`src/rtl/crc9_pkg.sv`:
```
// Shared definitions for the crc9 divider and its sequencer.
// Exports: POLY (low-order taps of x^9+x^4+1), ctrl_state_t (sequencer states),
//          nshift() (total divider shifts for an n-bit message incl. 9 flush zeros).
package crc9_pkg;

  // x^9 is implicit in the 9-bit register; only the x^4 and x^0 taps remain.
  localparam logic [8:0] POLY = 9'h011;

  typedef enum logic [2:0] {
    S_IDLE    = 3'd0,
    S_CLEAR   = 3'd1,
    S_SHIFT   = 3'd2,
    S_CAPTURE = 3'd3,
    S_DONE    = 3'd4
  } ctrl_state_t;

  function automatic int nshift(input int n);
    return n + 9;
  endfunction

endpackage

```
`src/rtl/crc9_div_ctrl.sv`:
```
// Sequencer for the crc9 serial divider: accept a message, clear, issue N+9 shifts, capture.
// Ports: req_* (message in, valid/ready), res_* (remainder out, valid/ready), stall/abort
//        controls, busy, div_* (registered controls to the divider and its count/remainder back).
module crc9_div_ctrl
  import crc9_pkg::*;
#(
  parameter int N  = 64,
  parameter int CW = 11
) (
  input  logic          clk,
  input  logic          rst,
  input  logic          req_valid,
  output logic          req_ready,
  input  logic [N-1:0]  req_data,
  input  logic          stall,
  input  logic          abort,
  output logic          res_valid,
  input  logic          res_ready,
  output logic [8:0]    res_rem,
  output logic          res_zero,
  output logic          res_err,
  output logic          busy,
  output logic          div_clr,
  output logic          div_shift,
  output logic [N-1:0]  div_data,
  input  logic [CW-1:0] div_count,
  input  logic [8:0]    div_rem
);

  localparam int NSHIFT = nshift(N);
  localparam logic [CW-1:0] NSHIFT_C = CW'(NSHIFT);

  ctrl_state_t   state;
  // Number of strobes issued so far, including the one currently on div_shift.
  logic [CW-1:0] cnt;

  always_ff @(posedge clk or posedge rst) begin
    if (rst) begin
      state     <= S_IDLE;
      cnt       <= '0;
      req_ready <= 1'b0;
      busy      <= 1'b0;
      div_clr   <= 1'b0;
      div_shift <= 1'b0;
      div_data  <= '0;
      res_valid <= 1'b0;
      res_rem   <= '0;
      res_zero  <= 1'b0;
      res_err   <= 1'b0;
    end else begin
      // Strobe and clear are single-cycle unless re-issued below.
      div_clr   <= 1'b0;
      div_shift <= 1'b0;
      unique case (state)
        S_IDLE: begin
          if (req_valid && req_ready) begin
            div_data  <= req_data;
            cnt       <= '0;
            div_clr   <= 1'b1;
            req_ready <= 1'b0;
            busy      <= 1'b1;
            state     <= S_CLEAR;
          end else begin
            req_ready <= 1'b1;
          end
        end
        S_CLEAR: begin
          if (abort) begin
            // Abort leaves the divider cleared for the next message.
            div_clr   <= 1'b1;
            req_ready <= 1'b1;
            busy      <= 1'b0;
            state     <= S_IDLE;
          end else begin
            state <= S_SHIFT;
            if (!stall) begin
              div_shift <= 1'b1;
              cnt       <= CW'(1);
            end
          end
        end
        S_SHIFT: begin
          // Abort outranks stall; stall freezes count and state with no strobe.
          if (abort) begin
            div_clr   <= 1'b1;
            req_ready <= 1'b1;
            busy      <= 1'b0;
            state     <= S_IDLE;
          end else if (!stall) begin
            if (cnt == NSHIFT_C) begin
              state <= S_CAPTURE;
            end else begin
              div_shift <= 1'b1;
              cnt       <= cnt + CW'(1);
            end
          end
        end
        S_CAPTURE: begin
          if (abort) begin
            div_clr   <= 1'b1;
            req_ready <= 1'b1;
            busy      <= 1'b0;
            state     <= S_IDLE;
          end else begin
            res_rem   <= div_rem;
            res_zero  <= (div_rem == 9'h000);
            res_err   <= (div_count != NSHIFT_C);
            res_valid <= 1'b1;
            state     <= S_DONE;
          end
        end
        S_DONE: begin
          if (res_ready) begin
            res_valid <= 1'b0;
            busy      <= 1'b0;
            req_ready <= 1'b1;
            state     <= S_IDLE;
          end
        end
        default: begin
          state <= S_IDLE;
        end
      endcase
    end
  end

endmodule
```
`config.mk`:
```
export PLATFORM = sky130hd
export DESIGN_NAME = crc9_div_ctrl
export DESIGN_NICKNAME = d
export VERILOG_FILES = /design/src/rtl/crc9_pkg.sv /design/src/rtl/crc9_div_ctrl.sv
export SDC_FILE = /design/constraint.sdc
export NUM_CORES = 1
export LEC_CHECK = 0
export BUFFER_PORTS_ARGS = -buffer_cell sky130_fd_sc_hd__buf_4
export CORE_ASPECT_RATIO = 1.5
export CORE_MARGIN = 2
export CORE_UTILIZATION = 46
export CTS_CLUSTER_DIAMETER = 40
export DETAILED_ROUTE_END_ITERATION = 12
export PLACE_DENSITY = 0.78
export SETUP_SLACK_MARGIN = 0.1
export SLEW_MARGIN = 20
export SYNTH_ARGS = -nofsm -noshare
export SYNTH_HDL_FRONTEND = slang
export SYNTH_SLANG_ARGS = --single-unit
```
`constraint.sdc`:
```
create_clock -name clk -period 9.9 [get_ports clk]
set_input_delay 2.475 -clock clk [delete_from_list [all_inputs] [get_ports clk]]
set_output_delay 2.475 -clock clk [all_outputs]
set_load 0.05 [all_outputs]
```
==> results.json <==
{
  "worst_pin_slew_ns": 0.827,
  "power.total_w": 0.00225,
  "track_usage_pct": 19.8,
  "dr.pass1.iters": 4,
  "syn_inst": 304,
  "p_clk_share_pct": 15.5,
  "r2r-end": "div_data[53]",
  "grt_pass1_vias": 3019,
  "maxSlewViolCount": 0,
  "vias": 2964,
  "grt_first_pass_wirelength_um": 14200,
  "drc_errors": 0,
  "syn_avg_cell_area_um2": 12.7,
  "p_seq_share_pct": 29.4,
  "dp_slack_ns": 5.85,
  "power_switching_w": 0.00106,
  "critPathMaxFanout": 65,
  "whs_ns": 0.479,
  "clk_latency_ns": 0.34,
  "setup_ws_ns": 6.19,
  "synth_cell_type_count": 39,
  "whs_path_depth": 2,
  "rsz0062_at_grt": "false",
  "reg2reg_depth": 5,
  "clk_path_buf_depth": 2,
  "die_w_um": 78.9,
  "reg2reg_slack_ns": 7.70,
  "insertedDiodeCount": 0,
  "async_flop_share_pct": 100,
  "p_per_area_nw_per_um2": 408,
  "period_share_pct": 37.5,
  "fin_util_pct": 66.3,
  "cts_hold_buf": 0,
  "crit_type": "primary input to flop",
  "drv_cap": 0,
  "cts_buffers": 9,
  "finalHoldViolCount": 0,
  "synth-edff-count": 0,
  "ys.warnings.count": 0,
  "cts-root-buf": "clkbuf_16",
  "finalClockSkew_ns": 0.00496,
  "synthFlopType": "dfrtp_1",
  "combPwrFrac_pct": 55.1,
  "end_kind": "flop",
  "grt_max_degree": 95,
  "cts_tree": "built",
  "hold_class": "flop to flop",
  "period_minus_slack_ns": 3.71,
  "postRouteAntennaNets": 0,
  "syn_nets": 396,
  "mostFrequentLayoutCells": "buf_4 (170), dfrtp_1 (94), mux2_2 (64)",
  "syn_area_um2": 3870,
  "gp_congestion": 0.856,
  "htree_levels": 3,
  "startpoint": "req_valid",
  "cp.required_ns": 10.12,
  "reg2reg_from": "state[0]",
  "die_h_um": 116,
  "io_buffers": 169,
  "p_int_w": 0.00119,
  "outcome": "completed",
  "drive_gt1_share_pct": 54.1,
  "dp_hpwl_um": 6680,
  "ios": 170,
  "via_per_inst": 5.11,
  "hold_start": "res_rem[7]",
  "core-area_um2": 8310,
  "arrival_ns": 3.93,
  "dieArea_um2": 9170,
  "slew_headroom_pct": 44.9,
  "drtIter0Drc": 173,
  "endpoint": "div_data[53]",
  "fin_setup_tns_ns": 0,
  "rows": 41,
  "routed_wl_um": 9230,
  "numClockSinks": 94,
  "wl_per_cell_um": 15.9,
  "final_common_cell": "buf_4",
  "cts_resized": 0,
  "setup.worst_path.start_class": "primary input",
  "finalSetupViolCount": 0,
  "swShare_pct": 47.1,
  "grt-ovfl-total": 0,
  "yosysSeqAreaShare_pct": 60.8,
  "leakage_nw": 2.64,
  "synth-seq-cells": 94,
  "clock.fmax_mhz": 270,
  "ir_worst_vdd_v": 0.000241,
  "area_growth_pct": 42.5,
  "post_cts_buffers": 0,
  "nets": 561,
  "start_util_pct": 46.5,
  "grt_antenna_before_repair": 0,
  "cts.clk_slew.worst_paths_ns": 0.06
}
## critical path, stage by stage
cell	delay (ns)
buf_4	0.08
nand3_1	0.15
nor2_4	0.11
buf_4	0.63
mux2_2	0.42
## power groups by stage
stage	Clock, W	Combinational, W	Sequential (W)
floorplan	0	0.000328	0.00122
global placement	0	0.00123	0.000658
detailed placement	0	0.00125	0.000666
CTS	0.000358	0.00125	0.000662
global route	0.000376	0.00130	0.000685
finish	0.000349	0.00124	0.000661
## cells in the mapped netlist, drive strengths merged, types with 4 or more instances
cell / count / share of area (%)
nor2: 12 / 1.4
nand3: 8 / 1.0
nor4b: 4 / 0.91
buf: 14 / 2.1
nand2: 35 / 3.4
dfrtp: 94 / 61
o21ai: 18 / 2.3
inv: 4 / 0.39
a21oi: 9 / 1.2
nand4: 4 / 0.65
mux2: 64 / 19
## layer usage
metal / GRT usage [%] / part of all wire [%] / vias to the layer above / wire length, um
met1: 22.2 / 38 / 1439 / 3540
met2: 35.3 / 53 / 110 / 4930
met4: 8.39 / 2.5 / 0 / 229
met5: 0 / 0 / - / 0
li1: - / - / 1397 / -
met3: 5.56 / 5.7 / 18 / 526
## sequential cells by signal, summed over array words and instances (netlist names)
name	flops
busy	1
req_ready	1
div_data	64
div_clr	1
div_shift	1
state	3
res_err	1
res_valid	1
res_zero	1
res_rem	9
cnt	11
## stage by stage
stage / area [um^2] / cells
after global routing: 5510 / 580
after floorplan: 3870 / 304
final: 5510 / 580
after CTS: 5510 / 580
after global placement: 5200 / 565
after detailed placement: 5200 / 565
## final cells by class
| type | instances | area, um^2 |
|---|---|---|
| inverter | 4 | 16.3 |
| clock inverter | 4 | 55.1 |
| timing repair buffer | 171 | 1290 |
| clock buffer | 11 | 253 |
| sequential | 94 | 2350 |
| tap | 107 | 134 |
| multi-input combinational | 189 | 1420 |
| fill | 643 | 2800 |
## worst min-delay path by stage
| stage | end | slack (ns) |
|---|---|---|
| final | res_rem[7] | 0.48 |
| after global routing | res_rem[7] | 0.51 |
| after CTS | res_rem[7] | 0.48 |
| after detailed placement | res_rem[7] | 0.47 |
| after global placement | res_rem[8] | 0.46 |
| after floorplan | cnt[10] | 0.44 |
## cells by family after synthesis
group	after synthesis	share of synthesized area [%]
AND/OR/NAND/NOR	82	10.8
XOR/XNOR	1	0.227
flip-flops	94	60.8
multiplexers	64	18.6
adder cells (fa/ha/maj)	2	0.647
AO/OA/AOI/OAI	40	6.05
buffers and inverters	21	2.78
Note: power is estimated with default switching activity, not from simulation.
